<file path="config.mk">
export PLATFORM = sky130hd
export DESIGN_NAME = i2c_ram_arb
export DESIGN_NICKNAME = d
export VERILOG_FILES = /design/src/rtl/i2c_ram_arb_pkg.sv /design/src/rtl/i2c_req_buf.sv /design/src/rtl/i2c_ram_arb.sv
export SDC_FILE = /design/constraint.sdc
export NUM_CORES = 1
export LEC_CHECK = 0
export BUFFER_PORTS_ARGS = -buffer_cell sky130_fd_sc_hd__buf_2
export CORE_MARGIN = 2
export CORE_UTILIZATION = 41
export DETAILED_ROUTE_END_ITERATION = 12
export PLACE_DENSITY = 0.66
export SYNTH_ARGS = -nofsm -noshare
export SYNTH_HDL_FRONTEND = slang
export SYNTH_SLANG_ARGS = --single-unit
export TNS_END_PERCENT = 5
</file>
<file path="constraint.sdc">
create_clock -name clk -period 2.9 [get_ports clk]
set_input_delay 0.87 -clock clk [delete_from_list [all_inputs] [get_ports clk]]
set_output_delay 0.87 -clock clk [all_outputs]
set_load 0.05 [all_outputs]
</file>
<file path="src/rtl/i2c_ram_arb_pkg.sv">
// Shared types for the I2C/host RAM arbiter: grant encoding and default widths.
// Latency: n/a (types only).
// Backpressure: n/a.
package i2c_ram_arb_pkg;

  localparam int AW_DEF = 5;
  localparam int DW_DEF = 8;

  typedef enum logic [1:0] {
    GNT_NONE = 2'd0,
    GNT_I2C  = 2'd1,
    GNT_HOST = 2'd2
  } gnt_e;

endpackage

</file>
<file path="src/rtl/i2c_req_buf.sv">
// One-entry holding register for I2C accesses that lost arbitration.
// Latency: an entry loaded at edge T is servable from cycle T+1.
// Backpressure: none upstream; a live request arriving while full is dropped and ovf latches.
module i2c_req_buf
  import i2c_ram_arb_pkg::*;
#(
  parameter int AW = AW_DEF,
  parameter int DW = DW_DEF
) (
  input  logic          clk,
  input  logic          rst,
  input  logic          live_req,
  input  logic          live_we,
  input  logic [AW-1:0] live_addr,
  input  logic [DW-1:0] live_wdata,
  input  logic          live_taken,
  input  logic          pop,
  output logic          buf_vld,
  output logic          buf_we,
  output logic [AW-1:0] buf_addr,
  output logic [DW-1:0] buf_wdata,
  output logic          ovf
);

  logic free;
  logic load;
  logic drop;

  // A live pulse not consumed by bypass goes into the slot if it is empty or being freed
  always_comb begin
    free = pop | ~buf_vld;
    load = live_req & ~live_taken & free;
    drop = live_req & ~live_taken & ~free;
  end

  // Slot contents, valid flag and sticky overflow
  always_ff @(posedge clk or negedge rst) begin
    if (!rst) begin
      buf_vld   <= 1'b0;
      buf_we    <= 1'b0;
      buf_addr  <= '0;
      buf_wdata <= '0;
      ovf       <= 1'b0;
    end else begin
      if (load) begin
        buf_vld   <= 1'b1;
        buf_we    <= live_we;
        buf_addr  <= live_addr;
        buf_wdata <= live_wdata;
      end else if (pop) begin
        buf_vld <= 1'b0;
      end
      if (drop) begin
        ovf <= 1'b1;
      end
    end
  end

endmodule

</file>
<file path="src/rtl/i2c_ram_arb.sv">
// Arbitrates the single-port register RAM between the I2C slave and a host req/ack port.
// Latency: access granted in cycle T completes (rvalid/ack) in T+1; host waits at most MAX_WAIT+1 cycles.
// Backpressure: I2C never stalls (one-deep buffer, sticky overflow); host holds h_req until h_ack.
module i2c_ram_arb
  import i2c_ram_arb_pkg::*;
#(
  parameter int AW       = AW_DEF,
  parameter int DW       = DW_DEF,
  parameter int MAX_WAIT = 4
) (
  input  logic          clk,
  input  logic          rst,
  input  logic          i2c_req,
  input  logic          i2c_we,
  input  logic [AW-1:0] i2c_addr,
  input  logic [DW-1:0] i2c_wdata,
  output logic [DW-1:0] i2c_rdata,
  output logic          i2c_rvalid,
  output logic          i2c_ovf,
  input  logic          h_req,
  input  logic          h_we,
  input  logic [AW-1:0] h_addr,
  input  logic [DW-1:0] h_wdata,
  output logic          h_ack,
  output logic [DW-1:0] h_rdata,
  output logic          ram_we,
  output logic [AW-1:0] ram_addr,
  output logic [DW-1:0] ram_din,
  input  logic [DW-1:0] ram_dout
);

  localparam logic [3:0] MAX_W = 4'(MAX_WAIT);

  gnt_e          gnt;
  gnt_e          gnt_q;
  logic          rd_q;
  logic [3:0]    wait_cnt;
  logic          buf_vld;
  logic          buf_we;
  logic [AW-1:0] buf_addr;
  logic [DW-1:0] buf_wdata;
  logic          i2c_pend;
  logic          host_pend;
  logic          live_taken;
  logic          buf_pop;

  i2c_req_buf #(
    .AW(AW),
    .DW(DW)
  ) u_buf (
    .clk        (clk),
    .rst        (rst),
    .live_req   (i2c_req),
    .live_we    (i2c_we),
    .live_addr  (i2c_addr),
    .live_wdata (i2c_wdata),
    .live_taken (live_taken),
    .pop        (buf_pop),
    .buf_vld    (buf_vld),
    .buf_we     (buf_we),
    .buf_addr   (buf_addr),
    .buf_wdata  (buf_wdata),
    .ovf        (i2c_ovf)
  );

  // The ack cycle itself never counts as host demand, so a held h_req is not re-granted
  assign i2c_pend  = buf_vld | i2c_req;
  assign host_pend = h_req & ~h_ack;

  // Grant decision: I2C first unless the host has been denied MAX_WAIT cycles
  always_comb begin
    gnt = GNT_NONE;
    if (host_pend && (wait_cnt == MAX_W)) begin
      gnt = GNT_HOST;
    end else if (i2c_pend) begin
      gnt = GNT_I2C;
    end else if (host_pend) begin
      gnt = GNT_HOST;
    end
  end

  // RAM port mux; the buffered entry is older than the live pulse so it goes first
  always_comb begin
    ram_we     = 1'b0;
    ram_addr   = '0;
    ram_din    = '0;
    live_taken = 1'b0;
    buf_pop    = 1'b0;
    case (gnt)
      GNT_I2C: begin
        if (buf_vld) begin
          ram_we   = buf_we;
          ram_addr = buf_addr;
          ram_din  = buf_wdata;
          buf_pop  = 1'b1;
        end else begin
          ram_we     = i2c_we;
          ram_addr   = i2c_addr;
          ram_din    = i2c_wdata;
          live_taken = 1'b1;
        end
      end
      GNT_HOST: begin
        ram_we   = h_we;
        ram_addr = h_addr;
        ram_din  = h_wdata;
      end
      default: ;
    endcase
  end

  // Registered grant copy drives the completion strobes one cycle later
  always_ff @(posedge clk or negedge rst) begin
    if (!rst) begin
      gnt_q <= GNT_NONE;
      rd_q  <= 1'b0;
    end else begin
      gnt_q <= gnt;
      rd_q  <= (gnt != GNT_NONE) && !ram_we;
    end
  end

  assign i2c_rvalid = (gnt_q == GNT_I2C) && rd_q;
  assign h_ack      = (gnt_q == GNT_HOST);

  // Capture read data at the end of the grant cycle; hold otherwise
  always_ff @(posedge clk or negedge rst) begin
    if (!rst) begin
      i2c_rdata <= '0;
      h_rdata   <= '0;
    end else begin
      if (gnt == GNT_I2C && !ram_we) begin
        i2c_rdata <= ram_dout;
      end
      if (gnt == GNT_HOST && !ram_we) begin
        h_rdata <= ram_dout;
      end
    end
  end

  // Starvation counter: counts denied host cycles, saturating at MAX_WAIT
  always_ff @(posedge clk or negedge rst) begin
    if (!rst) begin
      wait_cnt <= '0;
    end else if (!h_req || gnt == GNT_HOST) begin
      wait_cnt <= '0;
    end else if (host_pend && wait_cnt != MAX_W) begin
      wait_cnt <= wait_cnt + 4'd1;
    end
  end

endmodule

</file>
==> results.py <==
metrics = {
    "worst_setup_path": {
        "r2r_cells": 7,
        "regToRegEndpoint": "h_rdata[0]",
        "startpoint_type": "flip-flop",
        "critPathMaxStageDelay_ns": 0.35,
        "worstSetupEndpointType": "output port",
        "worstSetupPathType": "flip-flop to output port",
        "crit_fanout": 6,
        "required_ns": 2.03,
        "crit_path_top_delay_cell": "dfrtp_1",
        "worst_ep_arrival_time_ns": 1.95,
        "r2r_start": "wait_cnt[0]",
        "path_cells": "inv_1, ha_2, and3b_2, o211a_4, buf_6, a22oi_1, nand2_1, buf_4",
        "r2r_slack_ns": 0.88,
    },
    "place": {
        "dp.cells": 283,
        "hpwl_microns": 2964,
        "routabilityCongestion": 0.7529,
        "dp_slack_ns": 0.02880,
        "port_buffers": 72,
    },
    "grt": {
        "overflow": 0,
        "antenna_found_initial": 0,
        "grt_start_max_net_pins": 40,
        "grt_pass1_wl_microns": 6768,
        "track_usage": 0.1711,
        "grt_pass1_vias": 1427,
    },
    "die": {
        "dieArea_sq_um": 5144,
        "die_w_microns": 71.73,
        "pin_count": 73,
        "die_y_microns": 71.73,
        "core_sq_um": 4384,
        "rows": 24,
        "start_util": 0.4289,
    },
    "yosys": {
        "synth.most_common_cell": "dfrtp_1",
        "seq_area_frac_synth": 0.5190,
        "syn-cell-area_sq_um": 1881,
        "synth-edff-count": 0,
        "avgSynthCellArea_sq_um": 12.05,
        "yosys.area.top_type": "dfrtp_1",
        "synthCells": 156,
        "synth.distinct_cells": 38,
        "synth_top_area_frac": 0.5190,
        "synth_seq_cells": 39,
        "syn_nets": 198,
        "async_flop_share": 1.000,
        "synth_flop_cell": "dfrtp_1",
        "synth_commonest_cells": "dfrtp_1 (39), nand2_1 (27), a22oi_1 (13), mux2_2 (13), mux2_4 (10)",
        "yosys-top-cells-area": "dfrtp_1 (52%), mux2_4 (8.0%), mux2_2 (7.8%), nand2_1 (5.4%), a22oi_1 (5.2%)",
        "yosysWarnings": 0,
    },
    "min_path": {
        "min_path_cells": 1,
        "hold_end": "u_buf.ovf",
        "hp-start": "u_buf.ovf",
        "hold_path_class": "flip-flop to flip-flop",
    },
    "route": {
        "met2WireLength_microns": 2038,
        "firstDrtPassIters": 4,
        "via_per_inst": 5.119,
        "top_layer_used": "met4",
        "met1_length_microns": 1835,
        "wl_per_cell_microns": 14.23,
        "ant_nets": 0,
        "drc": 0,
        "wirelength_microns": 4183,
        "route.met3.wl_microns": 245,
        "dr.first_iter.drc_count": 78,
        "vias": 1505,
    },
    "power_and_ir_drop": {
        "power_uw": 1578,
        "power.density_nw_per_um2": 599.2,
        "p_leak_uw": 0.001328,
        "peakVddDrop_mv": 0.2729,
    },
    "sta": {
        "setup_ws_ns": 0.07568,
        "worst_hold_slack_ns": 0.4875,
        "final.min_clock_period_ns": 2.824,
        "slew_headroom": 0.4426,
        "setup_viol": 0,
        "hold_violations": 0,
        "drv_slew": 0,
        "finalClockSkew_ns": 0.008551,
        "worst_pin_slew_ns": 0.8361,
        "final.period_utilization": 0.9739,
        "max_freq_mhz": 354.1,
    },
    "clock_network": {
        "h-tree-depth": 2,
        "clock_latency_ns": 0.30,
        "clkSlewWorstSetupHoldPaths_ns": 0.08,
        "cts_made_buffers": 5,
        "cts_tree": "done",
        "cts_sinks": 39,
        "root_buffer": "clkbuf_8",
        "clockBufferDepth": 2,
    },
    "job": {
        "drv_cap": 0,
    },
    "final_layout": {
        "fin_cells": 294,
        "nets": 283,
        "antenna_cells": 0,
        "drive_above_1_share": 0.5661,
        "fin_util": 0.6007,
        "syn2layout_area_growth_pct": 40.05,
    },
    "status": {
        "status": "finished, final reports clean",
    },
}
metrics by stage:
step	TNS, ns	cell area, sq um
5_1_grt	-0.04788	2634
2_1_floorplan	0	1881
6_report	0	2634
3_3_place_gp	0	2352
3_5_place_dp	0	2352
4_1_cts	0	2485
flip-flops by register name (all words and copies together), names as in the netlist:
| name | cells |
|---|---|
| h_rdata | 8 |
| u_buf.buf_wdata | 8 |
| u_buf.buf_we | 1 |
| i2c_rdata | 8 |
| gnt_q | 2 |
| u_buf.buf_addr | 5 |
| u_buf.ovf | 1 |
| u_buf.buf_vld | 1 |
| rd_q | 1 |
| wait_cnt | 4 |
how the worst max path moves through the flow:
| stage | depth (start not counted) | startpoint | slack (ns) | to |
|---|---|---|---|---|
| detailed placement | 6 | h_req | 0.03 | ram_addr[4] |
| CTS | 8 | wait_cnt[0] | 0.01 | ram_din[1] |
| finish | 8 | wait_cnt[0] | 0.08 | ram_din[4] |
| global route | 8 | wait_cnt[0] | -0.02 | ram_din[2] |
| floorplan | 6 | i2c_req | 0.07 | ram_addr[0] |
| global placement | 6 | h_req | 0.02 | ram_addr[4] |
cell families (layout without fill, tap and decap cells):
group / Yosys count / in the layout / share of synthesized area
buffers and inverters: 12 / 98 / 0.03194
AOI/OAI and AO/OA: 23 / 23 / 0.09980
muxes: 31 / 31 / 0.2056
DFF: 39 / 39 / 0.5190
adders and majority gates: 3 / 3 / 0.01863
and+or+nand+nor: 46 / 46 / 0.1158
xor gates and xnor gates: 2 / 2 / 0.009316
where the power goes:
| group | total [uW] | switching (uW) | leakage, uW | internal [uW] |
|---|---|---|---|---|
| registers | 642 | 32.0 | 0.000485 | 610 |
| logic | 474 | 316 | 0.000783 | 159 |
| clock network | 461 | 201 | 0.0000587 | 261 |
critical path: cells and delay by family, from the launching register on:
family | cells | cell delay (ns)
buffers and inverters | 3 | 0.38
and+or+nand+nor | 2 | 0.32
adders and majority gates | 1 | 0.17
DFF | 1 | 0.35
AOI/OAI and AO/OA | 2 | 0.44
routing by layer:
layer  track usage  up-vias
met3       0.04641        6
met1        0.2292      732
met4       0.06499        0
met2        0.2665       46
met5             0        -
li1              -      721
area by class of cell:
cell class / count / area, sq um
clock buffers: 5 / 68.82
repair buffers: 85 / 550.5
well taps: 52 / 65.06
multi-input cells: 105 / 907.1
flip-flops and latches: 39 / 975.9
clock inverters: 3 / 47.55
inverters: 5 / 18.77
fillers: 384 / 1750
timing repair:
action,4_1_cts,5_1_grt
hold buffers,0,0
gates cloned,0,1
pin swaps,0,5
endpoints found under the hold margin,0,0
buffers inserted,2,0
resized for setup,1,54
setup endpoints to repair,14,14
placed cells by master (no fill, tap or decap), drive strengths merged, types with 3 or more instances in the layout:
master  count
dfrtp      39
a22oi      13
buf        85
nand2      27
nor2        6
clkbuf      5
mux2       31
nor3        3
nand3       3
inv         6
No activity file was read; power rests on OpenSTA's default activity.
